<file path="src/rtl/seg_display_scan.sv">
// rtl/seg_display_scan.sv - six-digit multiplexed seven-segment scanner with frame snapshot, blink, blanking and dots
module seg_display_scan #(
    parameter int SCAN_DIV     = 1000,
    parameter int BLINK_FRAMES = 64
) (
    input  logic        clk,
    input  logic        rst,
    input  logic [23:0] time_bcd,
    input  logic [5:0]  blink_mask,
    input  logic        lz_blank,
    input  logic        dots_en,
    output logic [5:0]  an,
    output logic [6:0]  seg,
    output logic        dp
);

    localparam int DW = (SCAN_DIV > 1) ? $clog2(SCAN_DIV) : 1;
    localparam int FW = (BLINK_FRAMES > 1) ? $clog2(BLINK_FRAMES) : 1;
    localparam logic [DW-1:0] DIV_LAST   = DW'(SCAN_DIV - 1);
    localparam logic [FW-1:0] FRAME_LAST = FW'(BLINK_FRAMES - 1);

    logic [DW-1:0] div;
    logic [2:0]    idx;
    logic [23:0]   shd;
    logic [FW-1:0] frame_cnt;
    logic          phase;
    logic          load_pend;

    logic          tick;
    logic          frame_end;
    logic          dead;
    logic [3:0]    digit;
    logic [6:0]    glyph;
    logic          blanked;
    logic [5:0]    an_next;
    logic [6:0]    seg_next;
    logic          dp_next;

    assign tick      = (div == DIV_LAST);
    assign frame_end = tick && (idx == 3'd5);
    assign dead      = (div == '0);

    always_comb begin
        digit = 4'd0;
        case (idx)
            3'd0:    digit = shd[3:0];
            3'd1:    digit = shd[7:4];
            3'd2:    digit = shd[11:8];
            3'd3:    digit = shd[15:12];
            3'd4:    digit = shd[19:16];
            3'd5:    digit = shd[23:20];
            default: digit = 4'd0;
        endcase
    end

    // Segment order is {g,f,e,d,c,b,a}; anything outside 0..9 shows a dash.
    always_comb begin
        glyph = 7'b1000000;
        case (digit)
            4'd0:    glyph = 7'b0111111;
            4'd1:    glyph = 7'b0000110;
            4'd2:    glyph = 7'b1011011;
            4'd3:    glyph = 7'b1001111;
            4'd4:    glyph = 7'b1100110;
            4'd5:    glyph = 7'b1101101;
            4'd6:    glyph = 7'b1111101;
            4'd7:    glyph = 7'b0000111;
            4'd8:    glyph = 7'b1111111;
            4'd9:    glyph = 7'b1101111;
            default: glyph = 7'b1000000;
        endcase
    end

    always_comb begin
        blanked  = (blink_mask[idx] && phase) ||
                   ((idx == 3'd5) && lz_blank && (digit == 4'd0));
        an_next  = 6'b111111;
        seg_next = 7'b0000000;
        dp_next  = 1'b0;
        // The first cycle of every slot is dark so the previous digit cannot ghost.
        if (!dead) begin
            an_next  = ~(6'b000001 << idx);
            seg_next = blanked ? 7'b0000000 : glyph;
            dp_next  = dots_en && ((idx == 3'd2) || (idx == 3'd4)) && !blanked;
        end
    end

    always_ff @(posedge clk or posedge rst) begin
        if (rst) begin
            div       <= '0;
            idx       <= 3'd0;
            shd       <= 24'h000000;
            frame_cnt <= '0;
            phase     <= 1'b0;
            load_pend <= 1'b1;
            an        <= 6'b111111;
            seg       <= 7'b0000000;
            dp        <= 1'b0;
        end else if (load_pend) begin
            // First edge after reset only captures the time; scanning starts next edge.
            shd       <= time_bcd;
            load_pend <= 1'b0;
        end else begin
            div <= tick ? '0 : div + 1'b1;
            if (tick) begin
                idx <= (idx == 3'd5) ? 3'd0 : idx + 3'd1;
            end
            if (frame_end) begin
                shd <= time_bcd;
                if (frame_cnt == FRAME_LAST) begin
                    frame_cnt <= '0;
                    phase     <= ~phase;
                end else begin
                    frame_cnt <= frame_cnt + 1'b1;
                end
            end
            an  <= an_next;
            seg <= seg_next;
            dp  <= dp_next;
        end
    end

endmodule
</file>
<file path="config.mk">
export PLATFORM = sky130hd
export DESIGN_NAME = seg_display_scan
export DESIGN_NICKNAME = d
export VERILOG_FILES = /design/src/rtl/seg_display_scan.sv
export SDC_FILE = /design/constraint.sdc
export NUM_CORES = 1
export LEC_CHECK = 0
export CORE_UTILIZATION = 25
export CTS_CLUSTER_DIAMETER = 40
export DETAILED_ROUTE_END_ITERATION = 8
export SYNTH_ARGS = -nofsm -noshare
export SYNTH_HDL_FRONTEND = slang
export SYNTH_SLANG_ARGS = --single-unit
</file>
<file path="constraint.sdc">
create_clock -name clk -period 3.6 [get_ports clk]
set_input_delay 0.9 -clock clk [delete_from_list [all_inputs] [get_ports clk]]
set_output_delay 0.9 -clock clk [all_outputs]
set_load 0.03 [all_outputs]
</file>
==> results.sh <==
export IMPL_yosys_warnings=0
export IMPL_synthAdderAreaFrac=0.0419
export IMPL_path_cells="and2_1, ha_1, a32o_1, a211oi_1, ha_1, nand2_1, nor3_1, a31oi_2, o21a_1, a22o_1"
export IMPL_drive_gt1_frac=0.186
export IMPL_grt_total_usage=0.115
export IMPL_max_cap_violations=0
export IMPL_n_antenna_cell=0
export IMPL_cp_num_buf_inv=0
export IMPL_rsz0062_at_grt="false"
export IMPL_via_count=2110
export IMPL_coreArea_mm2=0.0115
export IMPL_cts_hold_buf=0
export IMPL_dpl_cell_count=449
export IMPL_die_y_um=111
export IMPL_yosysMostFrequentCell="dfrtp_1"
export IMPL_power_frac_comb=0.191
export IMPL_wl_mm=6.45
export IMPL_worstSetupEndpointType="flip-flop"
export IMPL_cts_repair_resized=0
export IMPL_grt_max_degree=32
export IMPL_synth_flop_cell="dfrtp_1"
export IMPL_topRoutingLayerUsed="met4"
export IMPL_syn_inst=263
export IMPL_async_flop_share=1.00
export IMPL_holdCritPathClass="flip-flop to flip-flop"
export IMPL_crit_fanout=15
export IMPL_synth_largest_area_cell="dfrtp_1"
export IMPL_synth_top_family_by_area="simple AND/OR/NAND/NOR gates"
export IMPL_clockBufferDepth=2
export IMPL_cp_required_ns=3.80
export IMPL_die_area_mm2=0.0124
export IMPL_period_minus_slack_ns=3.02
export IMPL_grt_pass1_wl_mm=11.0
export IMPL_total_leakage_power_nw=1.64
export IMPL_synth_area_top_cells="dfrtp_1 44%, mux2_2 9.4%, dfstp_2 6.2%, ha_1 4.2%, nand2_1 2.8%"
export IMPL_clock_sinks=59
export IMPL_p_sw_frac=0.272
export IMPL_synth_xor_area_frac=0.0352
export IMPL_synth_compound_area_frac=0.107
export IMPL_cts_tree="done"
export IMPL_final_util=0.338
export IMPL_post_route_period_util=0.838
export IMPL_cts_root_buf="clkbuf_16"
export IMPL_p_int_mw=1.44
export IMPL_nNetsFinal=361
export IMPL_met1_length_mm=2.88
export IMPL_syn2layout_area_growth_pct=30.5
export IMPL_cts_made_buffers=9
export IMPL_wl_per_cell_um=13.9
export IMPL_syn_avg_cell_area_um2=11.4
export IMPL_slew_headroom=0.514
export IMPL_synthTopCellsByCount="52 x dfrtp_1, 25 x mux2_2, 22 x nand2_1, 13 x nor2_1"
export IMPL_fin_cells=465
export IMPL_dp_hpwl_mm=4.81
export IMPL_yosys_area_top_type_share=0.436
export IMPL_met3_wirelength_um=276
export IMPL_syn_area_mm2=0.00299
export IMPL_antenna_found_initial=0
export IMPL_first_global_vias=2194
export IMPL_cts_max_level=3
export IMPL_fin_setup_tns_ns=0
export IMPL_die_w_um=111
export IMPL_timing_final_ws_setup_ns=0.584
export IMPL_peakVddDrop_v=0.000199
export IMPL_min_path_cells=2
export IMPL_arrival_ns=3.22
export IMPL_rr_worst_depth=10
export IMPL_initial_core_util=0.259
export IMPL_setup_viol=0
export IMPL_crit_type="flip-flop to flip-flop"
export IMPL_synth_edf_count=0
export IMPL_cp_depth=10
export IMPL_viasPerCell=4.54
export IMPL_crit_slowest_cell="dfrtp_1"
export IMPL_powerDensity_mw_per_mm2=507
export IMPL_ant_nets=0
export IMPL_wl_met2_mm=3.18
export IMPL_portBuffers=47
export IMPL_syn_num_nets=307
export IMPL_drtIter0Drc=79
export IMPL_io_pin_count=48
export IMPL_timing_fmax_mhz=332
export IMPL_drc=4
export IMPL_gp_routability_congestion=0.795
export IMPL_pwr_share_seq=0.427
export IMPL_finClkSkew_ns=0.00920
export IMPL_violations="design-rule violations"
export IMPL_std_cell_rows=39
export IMPL_first_pass_iters=6
export IMPL_p_switching_uw=538
export IMPL_tightestPinTransition_ns=0.719
export IMPL_synth_seq_cells=59
export IMPL_status="complete, but fails checks"
export IMPL_cpLargestDelayFamily="compound AO/OA/AOI/OAI gates"
export IMPL_cts_setup_buffers=0
export IMPL_place_ws_ns=0.561
export IMPL_cp_common_cell="ha_1"
export IMPL_max_stage_delay_ns=0.56
export IMPL_grt_overflow_total=0
export IMPL_cp_start_kind="flip-flop"
export IMPL_synth_mux_area_frac=0.134
export IMPL_path_clk_slew_ns=0.05
export IMPL_synthSimpleGateAreaFrac=0.156
export IMPL_insertion_delay_ns=0.32
export IMPL_synth_distinct_cells=50
export IMPL_hold_viol_final=0
export IMPL_power_frac_clock=0.382
export IMPL_ys_seq_area_frac=0.497
export IMPL_maxSlewViolCount=0
## power groups by stage
stage,combinational [mW],clock [mW],sequential (mW)
floorplan,0.206,0,0.875
global placement,0.377,0,0.850
detailed placement,0.383,0,0.854
CTS,0.384,0.778,0.845
global route,0.414,0.816,0.856
finish,0.377,0.754,0.844
## worst paths after layout
kind                       startpoint      end  slack [ns]
max                            idx[1]   seg[5]        0.58
min reg2reg                     an[4]    an[4]        0.47
min in group asynchronous         rst  shd[10]        0.99
min                             an[4]    an[4]        0.47
max in group asynchronous         rst    an[3]        1.89
max reg2reg                    idx[1]   seg[5]        0.58
## layer usage
metal | vias up | track usage
met5 | - | 0
met2 | 48 | 0.185
met4 | 0 | 0.0523
met3 | 9 | 0.0361
li1 | 1043 | -
met1 | 1010 | 0.141
## cells in the final DEF (no fill, tap or decap), types with 9 or more instances in the layout
cell             count
inv_1                9
nor2_1              13
ha_1                10
nand2_1             22
dfrtp_1             52
xnor2_1              9
nand3_1              9
mux2_2              25
clkbuf_16            9
clkdlybuf4s50_1     47
## metrics by stage
| stage | total power [mW] | hold WS (ns) | cell area (um^2) |
|---|---|---|---|
| after global placement | 1.23 | 0.465 | 3630 |
| after global routing | 2.09 | 0.484 | 3900 |
| after floorplan | 1.08 | 0.464 | 2990 |
| final | 1.98 | 0.471 | 3900 |
| after detailed placement | 1.24 | 0.460 | 3630 |
| after CTS | 2.01 | 0.472 | 3900 |
## layout make-up
type,instances,area (um^2)
clock buffers,13,250
multi-input cells,185,1420
repair buffers,52,508
inverters,10,37.5
clock inverters,3,15.0
flip-flops and latches,59,1490
well taps,143,179
fillers,1132,7620
## flip-flops by register name, indices dropped and copies added (netlist names)
name       count
phase          1
load_pend      1
dp             1
frame_cnt      6
seg            7
idx            3
an             6
shd           24
div           10
## logic make-up after synthesis
group	Yosys count
AOI/OAI and AO/OA	40
xor gates and xnor gates	12
adders and majority gates	10
buffers and inverters	19
DFF	59
muxes	35
other	1
and+or+nand+nor	87
## worst min-delay path: cells and delay by family, from the launching register on
family	cells	cell delay, ns
compound gates	1	0.04
flops	1	0.37
buf+inv	1	0.05
No activity file was read; power rests on OpenSTA's default activity.
